`src/rtl/bp_cce_hybrid_mem_cmd_arbiter_pkg.sv`:
```
// Shared types and width helpers for the hybrid CCE memory command arbiter.
package bp_cce_hybrid_mem_cmd_arbiter_pkg;

    typedef enum int unsigned {
        e_bp_default_cfg = 0,
        e_bp_small_cfg   = 1
    } bp_params_e;

    localparam int dword_width_gp = 64;

    typedef enum logic {
        e_idle   = 1'b0,
        e_locked = 1'b1
    } arb_state_e;

    // msg_type + subop + paddr + size + payload (lce id, way, state, prefetch)
    function automatic int mem_header_width(input bp_params_e cfg);
        int paddr_w;
        paddr_w = (cfg == e_bp_small_cfg) ? 32 : 40;
        return 4 + 4 + paddr_w + 3 + 8 + 3 + 4;
    endfunction

endpackage

```
`src/rtl/bp_cce_hybrid_mem_cmd_arbiter_rr.sv`:
```
// Round-robin priority pick starting after the previous grantee; hold freezes the pick.
module bp_cce_hybrid_mem_cmd_arbiter_rr #(
    parameter int num_req_p = 2,
    parameter int id_w      = $clog2(num_req_p)
) (
    input  logic [num_req_p-1:0] reqs,
    input  logic [id_w-1:0]      last,
    input  logic                 hold,
    output logic [id_w-1:0]      sel,
    output logic                 any
);

    int idx;

    always_comb begin
        sel = last;
        any = 1'b0;
        idx = 0;
        if (hold) begin
            any = reqs[last];
        end else begin
            // Scan from the farthest offset down so the nearest valid after 'last' wins.
            for (int k = num_req_p; k >= 1; k--) begin
                idx = (int'(last) + k) % num_req_p;
                if (reqs[idx]) begin
                    sel = id_w'(idx);
                    any = 1'b1;
                end
            end
        end
    end

endmodule

```
`src/rtl/bp_cce_hybrid_mem_cmd_arbiter.sv`:
```
// Shares the CCE memory command stream among hybrid pipes, holding the grant for whole messages.
module bp_cce_hybrid_mem_cmd_arbiter
    import bp_cce_hybrid_mem_cmd_arbiter_pkg::*;
#(
    parameter bp_params_e bp_params_p              = e_bp_default_cfg,
    parameter int         num_req_p                = 2,
    parameter int         mem_data_width_p         = dword_width_gp,
    parameter int         cce_mem_msg_header_width_lp = mem_header_width(bp_params_p),
    localparam int        id_w                     = $clog2(num_req_p)
) (
    input  logic                                              clk_i,
    input  logic                                              reset_n_i,
    input  logic [num_req_p-1:0][cce_mem_msg_header_width_lp-1:0] req_header_i,
    input  logic [num_req_p-1:0][mem_data_width_p-1:0]        req_data_i,
    input  logic [num_req_p-1:0]                              req_v_i,
    input  logic [num_req_p-1:0]                              req_last_i,
    output logic [num_req_p-1:0]                              req_ready_and_o,
    output logic [cce_mem_msg_header_width_lp-1:0]            mem_cmd_header_o,
    output logic [mem_data_width_p-1:0]                       mem_cmd_data_o,
    output logic                                              mem_cmd_v_o,
    output logic                                              mem_cmd_last_o,
    input  logic                                              mem_cmd_ready_and_i,
    output logic [id_w-1:0]                                   grant_id_o,
    output logic                                              locked_o,
    output logic                                              empty_o
);

    arb_state_e      state_r;
    logic [id_w-1:0] grant_r;
    logic [id_w-1:0] sel;
    logic            any;
    logic            fire;

    bp_cce_hybrid_mem_cmd_arbiter_rr #(.num_req_p(num_req_p), .id_w(id_w)) rr (
        .reqs (req_v_i),
        .last (grant_r),
        .hold (state_r == e_locked),
        .sel  (sel),
        .any  (any)
    );

    // Handshake outputs are gated by reset directly so they drop without a clock edge.
    assign mem_cmd_header_o = req_header_i[sel];
    assign mem_cmd_data_o   = req_data_i[sel];
    assign mem_cmd_v_o      = reset_n_i & any;
    assign mem_cmd_last_o   = reset_n_i & req_last_i[sel];
    assign fire             = mem_cmd_v_o & mem_cmd_ready_and_i;

    always_comb begin
        req_ready_and_o = '0;
        for (int i = 0; i < num_req_p; i++) begin
            req_ready_and_o[i] = reset_n_i & mem_cmd_ready_and_i & (id_w'(i) == sel)
                               & ((state_r == e_locked) | req_v_i[i]);
        end
    end

    assign grant_id_o = reset_n_i ? sel : id_w'(num_req_p - 1);
    assign locked_o   = (state_r == e_locked);
    assign empty_o    = ~locked_o & ~|req_v_i;

    // A presented but unaccepted first beat also locks, keeping the header stable.
    always_ff @(posedge clk_i or negedge reset_n_i) begin
        if (!reset_n_i) begin
            state_r <= e_idle;
            grant_r <= id_w'(num_req_p - 1);
        end else begin
            case (state_r)
                e_idle: begin
                    if (mem_cmd_v_o) begin
                        grant_r <= sel;
                        if (!(fire && mem_cmd_last_o)) state_r <= e_locked;
                    end
                end
                e_locked: begin
                    if (fire && mem_cmd_last_o) state_r <= e_idle;
                end
                default: state_r <= e_idle;
            endcase
        end
    end

endmodule
```
`config.mk`:
```
export PLATFORM = sky130hd
export DESIGN_NAME = bp_cce_hybrid_mem_cmd_arbiter
export DESIGN_NICKNAME = d
export VERILOG_FILES = /design/src/rtl/bp_cce_hybrid_mem_cmd_arbiter_pkg.sv /design/src/rtl/bp_cce_hybrid_mem_cmd_arbiter_rr.sv /design/src/rtl/bp_cce_hybrid_mem_cmd_arbiter.sv
export SDC_FILE = /design/constraint.sdc
export NUM_CORES = 1
export LEC_CHECK = 0
export CORE_AREA = 2 2 156 158
export DETAILED_ROUTE_END_ITERATION = 7
export DIE_AREA = 0 0 158 160
export GPL_TIMING_DRIVEN = 0
export SLEW_MARGIN = 10
export SYNTH_ARGS = -nofsm -noshare
export SYNTH_HDL_FRONTEND = slang
export SYNTH_SLANG_ARGS = --single-unit
```
`constraint.sdc`:
```
create_clock -name clk_i -period 3.2 [get_ports clk_i]
set_input_delay 0.48 -clock clk_i [delete_from_list [all_inputs] [get_ports clk_i]]
set_output_delay 0.48 -clock clk_i [all_outputs]
set_load 0.02 [all_outputs]
```
# Yosys cells after proc, flatten, opt, wreduce, memory -nomap -nowiden
# Index checks and enable logic that the tools add are counted.
[word_totals]
ff_bits = 2
elab_cells = 51
inputBits = 267
[classes]
addsub = 2
n_mux = 24
order_cmp = 4
reduce_logical = 4
bitwise_logic = 15
[op_table]
columns = ["op", "count"]
rows = [
  ["66-bit two-way mux", 2],
  ["64-bit two-way mux", 2],
  ["1-bit two-way mux", 19],
  ["1-bit bitwise AND", 9],
  ["2-bit by 3-bit less-than comparator with 1-bit output, second input constant", 2],
  ["1-bit by 2-bit less-than comparator with 1-bit output, second input constant", 2],
  ["1-bit adder, second input constant", 2],
  ["1-bit bitwise AND, first input constant", 2],
  ["1-bit NOT", 2],
  ["1-bit OR", 2],
  ["1-bit one-hot mux with 2 select lines", 1],
  ["2-bit AND reduction", 1],
  ["2-bit OR reduction", 1],
  ["1-bit logical AND", 1],
  ["1-bit logical NOT", 1],
]

# Logic depth before layout (Yosys ltp)
# Gate-level depths: netlist (run 1).
[depth]
word_depth = 15
ltp_mapped = 7

# Hierarchy
# From an unflattened synthesis (run 1), not the netlist that was laid out.
[unflattened]
hier_cells = 166
hier_area_um2 = 1983.2
[by_module_without_submodules]
columns = ["mod", "instances", "area_per_inst_um2", "seq_area_each_um2", "cells_per_inst"]
rows = [
  ["bp_cce_hybrid_mem_cmd_arbiter", 1, 1946.9, 51.3, 159],
  ["bp_cce_hybrid_mem_cmd_arbiter_rr", 1, 36.3, 0.0, 7],
]

# Least setup slack after synthesis (run 1)
# OpenSTA, ideal clock, no wires.
[synth_timing]
path_type = "flip-flop to output port"
start = "register state_r, in the netlist locked_o"
end = "output port req_ready_and_o[1]"
stages_incl_launch_ff = 8
arrival_time_ns = 1.689
setup_slack_ns = 1.031
required_time_ns = 2.720
cell_sequence = "dfrtp_1 -> buf_4 -> inv_1 -> nand3_1 -> o21ai_2 -> buf_6 -> buf_6 -> nor3_1"
[synth_between]
elab_chain_cells = 3
[synth_rtl]
columns = ["item", "line_no", "source"]
rows = [
  ["start, declared", "bp_cce_hybrid_mem_cmd_arbiter.sv:28", "arb_state_e state_r;"],
  ["start signal, assigned", "bp_cce_hybrid_mem_cmd_arbiter.sv:64", "state_r <= e_idle;"],
  ["start signal, assigned", "bp_cce_hybrid_mem_cmd_arbiter.sv:71", "if (!(fire && mem_cmd_last_o)) state_r <= e_locked;"],
  ["start signal, assigned", "bp_cce_hybrid_mem_cmd_arbiter.sv:75", "if (fire && mem_cmd_last_o) state_r <= e_idle;"],
  ["1-bit two-way mux", "bp_cce_hybrid_mem_cmd_arbiter_rr.sv:19", "if (hold) begin"],
  ["1-bit bitwise AND", "bp_cce_hybrid_mem_cmd_arbiter.sv:52", "req_ready_and_o[i] = reset_n_i & mem_cmd_ready_and_i & (id_w'(i) == sel)"],
  ["1-bit bitwise AND *", "bp_cce_hybrid_mem_cmd_arbiter.sv:53", "& ((state_r == e_locked) | req_v_i[i]);"],
  ["end, declared", "bp_cce_hybrid_mem_cmd_arbiter.sv:17", "output logic [num_req_p-1:0] req_ready_and_o,"],
]
# Every way passes the cells marked *; elsewhere a longest branch is shown, timed or not.

# Final worst setup path (run 1)
[layout_timing]
start = "register grant_r"
end = "output port mem_cmd_header_o[46]"
[layout_between]
elab_chain_cells = 9
[layout_rtl]
columns = ["item", "line_no", "source"]
rows = [
  ["start, declared", "bp_cce_hybrid_mem_cmd_arbiter.sv:29", "logic [id_w-1:0] grant_r;"],
  ["start signal, assigned", "bp_cce_hybrid_mem_cmd_arbiter.sv:65", "grant_r <= id_w'(num_req_p - 1);"],
  ["start signal, assigned", "bp_cce_hybrid_mem_cmd_arbiter.sv:70", "grant_r <= sel;"],
  ["1-bit adder", "bp_cce_hybrid_mem_cmd_arbiter_rr.sv:24", "idx = (int'(last) + k) % num_req_p;"],
  ["1-bit two-way mux (implied by the code) (3 in a row)", "bp_cce_hybrid_mem_cmd_arbiter_rr.sv:25", "if (reqs[idx]) begin"],
  ["1-bit two-way mux (2 in a row)", "bp_cce_hybrid_mem_cmd_arbiter_rr.sv:25", ""],
  ["1-bit two-way mux *", "bp_cce_hybrid_mem_cmd_arbiter_rr.sv:19", ""],
  ["66-bit two-way mux (implied by the code) * (2 in a row)", "bp_cce_hybrid_mem_cmd_arbiter.sv:43", "assign mem_cmd_header_o = req_header_i[sel];"],
  ["end, declared", "bp_cce_hybrid_mem_cmd_arbiter.sv:18", "output logic [cce_mem_msg_header_width_lp-1:0] mem_cmd_header_o,"],
]
# Every way passes the cells marked *; elsewhere a longest branch is shown, timed or not. The select of a mux whose other input is x is not followed.

==> flow_summary.toml, run 1 <==
[placed_design]
gpl.final_weighted_congestion = 0.749
dp_slack_ns = -0.351
hpwl_mm = 13.0
dp_cells = 905
port_buffers = 402

[worst_setup_path]
rrSetupSlack_ns = 1.81
cp-start-kind = "flop"
startpoint = "grant_r$_DFFE_PN1P_"
worstPathMaxFanout = 10
required_ns = 2.72
rr_startpoint = "grant_r$_DFFE_PN1P_"
end_kind = "output pin"
critPathKind = "flop to output pin"
worstPathArrival_ns = 2.46

[synth]
synth_top_cell_area_share_pct = 47.7
synth.distinct_cells = 28
syn_avg_cell_area_um2 = 11.8
syn_nets = 446
ys_seq_elements = 2
synth_area_um2 = 2110
synth.area.top_cells = "mux2_4, mux2_2, buf_8, buf_2, dfstp_2"
yosysWarnings = 0
post-synth-top-area-cell = "mux2_4"
syn_inst = 179
synth_seq_area_share_pct = 2.43

[finish]
layout_commonest_cell = "clkdlybuf4s50_1"
drive_above_1_share_pct = 26.6
num_antenna_cells = 0
area_delta_synth_final_pct = 213
num-nets-final = 855
final_cells = 911
final_util_pct = 27.7
fillers = 2595
layout_common_cells = "clkdlybuf4s50_1, dlygate4sd2_1, mux2_4"
seq_area_um2 = 51.3
multiInputGateArea_um2 = 1900

[clocking]
path_clk_slew_ns = 0.03
clk_latency_ns = 0.22
cts_tree = "done"
clock_sinks = 2
cts_buffer_depth = 2
cts_buffers = 3
htreeDepth = 1
clockRootBuffer = "clkbuf_16"

[die]
std_cell_rows = 57
coreArea_um2 = 23800
die_w_um = 158
die_y_um = 160
start_util_pct = 8.86
ios = 404
die_area_um2 = 25300

[sta]
slew-limit-headroom_pct = 79.2
rsz0062_at_grt = "no"
skew_ns = 0.00490
drv_slew = 0
whs_ns = 0.516
tightest_slew_ns = 0.311
timing.final.ws_setup_ns = 0.264
timing.final.crit_share_pct = 91.7
min_period_ns = 2.94
finalHoldViolations = 0
fmax_mhz = 341
final-setup-viol-count = 0

[global_route]
antenna_found_initial = 0
overflow = 0
grt_usage_pct = 10.2
gr-usage-met3_pct = 2.99
grt_busiest_layer = "met2"
grt_util_met1_pct = 11.4
grt_start_max_net_pins = 11
grt_pass1_vias = 3322
gr-usage-met2_pct = 19.5
grt_pass1_wl_mm = 19.2

[flow_run]
drv_cap = 0

[detailed_routing]
detailedRoute.firstIterationViolations = 42
num_vias = 3125
first_pass_iters = 3
drtAntennaViolNets = 0
wl_mm = 14.3
wire_per_inst_um = 15.7
viasPerCell = 3.43
drc = 0

[pwr]
ir_drop_mv = 0.319
leakage_nw = 2.86
power_density_nw_per_um2 = 634
p_total_mw = 4.19

[outcome]
status = "finished, final reports clean"

[min_path]
hp-class = "primary input to async pin"
routing by layer:
metal / share of wire, % / wire (um)
met1: 38 / 5430
met3: 12 / 1700
met4: 0.33 / 48
met5: 0 / 0
met2: 50 / 7160
worst max-delay path, stage by stage (launching register included):
cell and delay, ns:
dfstp_2 0.50, buf_2 0.21, nand3_1 0.15, o21ai_4 0.09
buf_12 0.14, buf_12 0.10, buf_4 0.17, mux2_2 0.34
clkdlybuf4s50_1 0.53
path summary, 6_finish.rpt:
check / endpoint / depth (start not counted)
hold reg to reg: grant_r$_DFFE_PN1P_ / 3
setup reg to reg: locked_o$_DFF_PN0_ / 5
hold / removal: locked_o$_DFF_PN0_ / 1
max in group asynchronous: grant_r$_DFFE_PN1P_ / 1
min in group clk_i: grant_r$_DFFE_PN1P_ / 2
setup / recovery: mem_cmd_header_o[46] / 8
state kept, by name (all words and copies together) (netlist names):
register / cells
locked_o: 1
grant_r: 1
repair_timing:
item                                    4_1_cts  5_1_grt
endpoints found under the setup margin      133       21
endpoints found under the hold margin         0        0
hold buffers                                  0        0
resized for setup                            91       15
pin swaps                                     1        0
buffers inserted                              2        0
cells in the mapped netlist:
cell type / instances
a211oi_1: 1
nand3_1: 1
nor3b_1: 1
o21ai_0: 2
nor2b_4: 1
a22oi_1: 1
dfstp_2: 1
o21ai_2: 1
nor3_1: 2
mux2_2: 63
a2bb2oi_1: 1
nor3b_2: 1
mux2_4: 67
and2_1: 1
a41oi_1: 1
a21oi_1: 3
nand2_1: 3
clkbuf_2: 1
mux2i_1: 1
buf_4: 1
buf_8: 6
buf_6: 2
inv_1: 2
buf_2: 7
dfrtp_1: 1
nor2_1: 5
nand2b_1: 1
nand3b_1: 1
layout make-up:
class	count	area share (%)
multi-input cells	158	28.7
inverters	2	0.114
plain buffers	17	2.65
clock buffers	4	1.19
repair buffers	404	60.4
flip-flops and latches	2	0.776
well taps	324	6.13
stage by stage:
| step | TNS (ns) | area (um2) |
|---|---|---|
| after floorplan | 0 | 2110 |
| after global placement | -31.56 | 6540 |
| after detailed placement | -30.55 | 6540 |
| after CTS | 0 | 6570 |
| after global routing | 0 | 6610 |
| final | 0 | 6610 |
power breakdown:
| group | leakage (nW) | switching, mW | internal [mW] |
|---|---|---|---|
| sequential | 0.0199 | 0.00227 | 0.0394 |
| clock | 0.0382 | 0.0332 | 0.164 |
| combinational | 2.80 | 1.81 | 2.15 |
| total | 2.86 | 1.84 | 2.35 |
cells by family after synthesis:
kind of cell,share of synthesized area [%]
AOI/OAI and AO/OA,3.14
buffers and inverters,7.95
DFF,2.43
muxes,81.8
and+or+nand+nor,4.69
Power figures use the tool's default switching activity.
==> run 2, diff against run 1 <==
- PLACE_DENSITY_LB_ADDON: unset -> 0.2
==> run 2 against run 1 <==
- combinational power grew 2%
- via count increased by 0.38%
- final cell count unchanged
- wire length is 7.5% higher
- clock skew fell by 0.00075 ns
- die area unchanged
- critical endpoint is now mem_cmd_header_o[31]
- largest power group unchanged
==> flow_summary.toml, run 2 (synthesis results as in run 1) <==
[outcome]
status = "finished, final reports clean"

[sta]
rsz0062_at_grt = "no"
slew-limit-headroom_pct = 76.9
min_period_ns = 2.96
final-setup-viol-count = 0
fmax_mhz = 338
tightest_slew_ns = 0.348
skew_ns = 0.00415
timing.final.crit_share_pct = 92.6
finalSetupTns_ns = 0
finalHoldViolations = 0
drv_slew = 0

[detailed_routing]
detailedRoute.firstIterationViolations = 43
drc = 0
wl_mm = 15.4
num_vias = 3137
wire_per_inst_um = 16.9
viasPerCell = 3.44
first_pass_iters = 4
drtAntennaViolNets = 0

[placed_design]
port_buffers = 402
hpwl_mm = 14.0
placed_area_um2 = 6540
dp_cells = 905
gpl.final_weighted_congestion = 0.774

[die]
start_util_pct = 8.86
coreArea_um2 = 23800
ios = 404
std_cell_rows = 57
die_y_um = 160
die_w_um = 158
die_area_um2 = 25300

[clocking]
path_clk_slew_ns = 0.03
cts_buffer_depth = 2
clock_sinks = 2
cts_buffers = 3
clockRootBuffer = "clkbuf_16"
ctsHoldBuffers = 0
cts_tree = "done"
htreeDepth = 1
clk_latency_ns = 0.22

[worst_setup_path]
reg2reg_depth = 5
critPathKind = "flop to output pin"
cp-start-kind = "flop"
worstSetupEndpoint = "mem_cmd_header_o[31]"
end_kind = "output pin"
startpoint = "grant_r$_DFFE_PN1P_"
required_ns = 2.72
rrSetupSlack_ns = 1.77
rr_startpoint = "grant_r$_DFFE_PN1P_"
worstReg2RegEnd = "locked_o$_DFF_PN0_"
worstPathMaxFanout = 10
worstPathArrival_ns = 2.48

[finish]
final_util_pct = 28.0
fillers = 2575
num-nets-final = 854
area_delta_synth_final_pct = 216
drive_above_1_share_pct = 26.5
layout_commonest_cell = "clkdlybuf4s50_1"
multiInputGateArea_um2 = 1900
final_cells = 911
layout_common_cells = "clkdlybuf4s50_1, mux2_4, mux2_2"
seq_area_um2 = 51.3
final_area_um2 = 6670

[global_route]
grt_pass1_wl_mm = 20.7
grt_usage_pct = 10.9
antenna_found_initial = 0
grt_pass1_vias = 3549
overflow = 0
grt_start_max_net_pins = 11

[pwr]
power_density_nw_per_um2 = 639
p_total_mw = 4.26
ir_drop_mv = 0.314
leakage_nw = 2.98

[min_path]
hp-class = "primary input to async pin"

[flow_run]
drv_cap = 0
## run 2: power by group
part	internal, mW	leakage (nW)	switching [mW]	total (mW)
sequential	0.0394	0.0199	0.00268	0.0421
combinational	2.19	2.92	1.84	4.03
clock	0.164	0.0382	0.0291	0.193
total	2.39	2.98	1.87	4.26
## run 2: per-layer routing
layer  up-vias  GRT usage (%)  routed length, um
li1       1487              -                  -
met1      1414           11.1               5490
met2       236           21.6               7980
met3         0           3.80               1960
met4         0          0.778                  0
met5         -              0                  0
## run 2: how the worst min path moves through the flow
stage	slack (ns)	cells past startpoint	endpoint
CTS	0.52	1	locked_o$_DFF_PN0_
finish	0.52	1	locked_o$_DFF_PN0_
floorplan	0.18	0	locked_o$_DFF_PN0_
global route	0.54	1	locked_o$_DFF_PN0_
global placement	0.69	3	grant_r$_DFFE_PN1P_
detailed placement	0.69	3	grant_r$_DFFE_PN1P_
## run 2: critical path, cell delays in order (launching register included)
cell and delay, ns:
dfstp_2 0.50, buf_2 0.21, nand3_1 0.15, o21ai_4 0.15, buf_2 0.32, mux2_2 0.38, clkdlybuf4s50_1 0.56
## run 2: timing repair
item	CTS	global route
buffers inserted	1	0
setup endpoints to repair	133	78
gates cloned	0	0
pin swaps	1	1
gates resized for setup	55	36
## run 2: cell type report
type,count,area share [%]
Antenna cell,1,0.0375
Buffer,17,2.64
Clock buffer,4,1.18
Inverter,2,0.113
Multi-Input combinational cell,158,28.4
Sequential cell,2,0.769
Tap cell,324,6.08
Timing Repair Buffer,403,60.7
## run 2: stage by stage
step | hold WS, ns | setup slack (ns)
floorplan | 0.184 | 1.03
global placement | 0.691 | -0.270
detailed placement | 0.694 | -0.282
CTS | 0.517 | -0.0768
global route | 0.537 | 0.109
finish | 0.518 | 0.237
==> run 3, diff against run 2 <==
- CORE_AREA: 2 2 156 158 -> 8 8 149 151
- DIE_AREA: 0 0 158 160 -> 0 0 157 159
==> run 3 against run 2 <==
- critical path depth up 1
- register-to-register slack improved by 0.05 ns
- maximum frequency shrank 5.4%
- final cell count decreased by 6.0%
- combinational power about the same
- flip-flop and latch count is the same
- non-clock buffer count did not move
- core utilization increased by 5.0 points
- die area decreased by 1.3%
- first-iteration DRC count rose by 56%
==> flow_summary.toml, run 3 (synthesis results as in run 1) <==
[die]
die_area_um2 = 25000
die_y_um = 159
coreArea_um2 = 19800
std_cell_rows = 52
start_util_pct = 10.6
die_w_um = 157
ios = 404

[clocking]
clockRootBuffer = "clkbuf_16"
path_clk_slew_ns = 0.03
htreeDepth = 1
cts_tree = "done"
cts_buffer_depth = 2
clk_latency_ns = 0.22
clock_sinks = 2
cts_buffers = 3

[pwr]
p_sw_share_pct = 44.2
seq_power_share_pct = 1.0
p_int_mw = 2.38
leakage_nw = 2.84
ir_drop_mv = 0.319
power_density_nw_per_um2 = 651
switchingPower_mw = 1.89
clock_power_share_pct = 4.5
p_comb_share_pct = 94.4

[global_route]
overflow = 0
grt_start_max_net_pins = 11
grt_pass1_vias = 3568
grt_pass1_wl_mm = 23.2
grt_usage_pct = 12.2
antenna_found_initial = 0

[worst_setup_path]
worstPathMaxFanout = 10
worstReg2RegEnd = "locked_o$_DFF_PN0_"
reg2reg_depth = 5
critPathKind = "primary input to output pin"
worstPathArrival_ns = 2.65
rrSetupSlack_ns = 1.82
cp-start-kind = "primary input"
startpoint = "req_v_i[1]"
end_kind = "output pin"
rr_startpoint = "grant_r$_DFFE_PN1P_"
required_ns = 2.72

[finish]
final_util_pct = 33.0
final_cells = 856
fillers = 2062
layout_common_cells = "clkdlybuf4s50_1, dlygate4sd2_1, mux2_4"
num_antenna_cells = 0
layout_commonest_cell = "clkdlybuf4s50_1"
num-nets-final = 854
drive_above_1_share_pct = 26.5
multiInputGateArea_um2 = 1900
area_delta_synth_final_pct = 210
seq_area_um2 = 51.3

[detailed_routing]
drtAntennaViolNets = 0
first_pass_iters = 4
viasPerCell = 3.65
detailedRoute.firstIterationViolations = 67
wire_per_inst_um = 19.4
drc = 0
num_vias = 3128
wl_mm = 16.6

[sta]
whs_ns = 0.520
fmax_mhz = 319
timing.final.crit_share_pct = 97.9
finalSetupTns_ns = 0
rsz0062_at_grt = "no"
final-setup-viol-count = 0
skew_ns = 0.000349
finalHoldViolations = 0
min_period_ns = 3.13
slew-limit-headroom_pct = 78.0
tightest_slew_ns = 0.331
drv_slew = 0

[flow_run]
drv_cap = 0

[placed_design]
port_buffers = 402
gpl.final_weighted_congestion = 0.889
hpwl_mm = 15.3
dp_cells = 851

[min_path]
hp-class = "primary input to async pin"

[outcome]
status = "finished, final reports clean"
## run 3: cell types whose count changed in the layout (fill, tap and decap cells not counted), sizes merged
cell / previous run / this run
buf: 16 / 13
clkbuf: 6 / 9
clkdlybuf4s50: 317 / 320
diode: 1 / 0
dlygate4sd2: 51 / 68
dlymetal6s2s: 34 / 14
## run 3: per-stage QoR
step           power [mW]  cell area (um2)  worst slack (ns)
6_report             4.26             6550            0.0684
5_1_grt              4.51             6550           0.00321
4_1_cts              4.36             6500           0.00269
3_5_place_dp         4.30             6470            -0.274
3_3_place_gp         4.31             6470            -0.262
2_1_floorplan        2.51             2110              1.03
## run 3: final cells by class
cell class | count | share of cell area (%)
Buffer | 17 | 2.73
Tap cell | 270 | 5.16
Clock buffer | 4 | 1.20
Sequential cell | 2 | 0.784
Timing Repair Buffer | 403 | 61.0
Multi-Input combinational cell | 158 | 29.0
Inverter | 2 | 0.115
## run 3: worst max path at each step
stage,depth (start not counted),slack [ns],to
6_report,7,0.07,mem_cmd_header_o[18]
5_1_grt,7,0.003,mem_cmd_header_o[17]
4_1_cts,8,0.003,req_ready_and_o[1]
3_5_place_dp,7,-0.27,mem_cmd_data_o[42]
3_3_place_gp,7,-0.26,mem_cmd_data_o[42]
2_1_floorplan,7,1.03,req_ready_and_o[1]
## run 3: repair_timing
item                       in CTS  in global routing
setup endpoints to repair     133                 46
pin swaps                       1                  0
gates resized for setup        72                 18
buffers inserted                1                  0
hold buffers                    0                  0
## run 3: routing by layer
metal / part of all wire (%) / global-route usage [%]
met4: 1.7 / 2.45
met2: 51 / 23.6
met3: 13 / 5.29
met1: 34 / 11.5
met5: 0 / 0
## run 3: power groups by stage
stage               Combinational (mW)  Sequential, mW  Clock, mW
floorplan                         2.47          0.0461          0
global placement                  4.26          0.0423          0
detailed placement                4.25          0.0429          0
CTS                               4.11          0.0437      0.197
global route                      4.26          0.0451      0.202
finish                            4.03          0.0433      0.193
## run 3: critical path, cell delays in order
cell and delay [ns]:
clkdlybuf4s50_1 0.52, nor2b_4 0.20, o21ai_4 0.16, buf_12 0.14
buf_4 0.20, mux2_2 0.39, clkdlybuf4s50_1 0.56
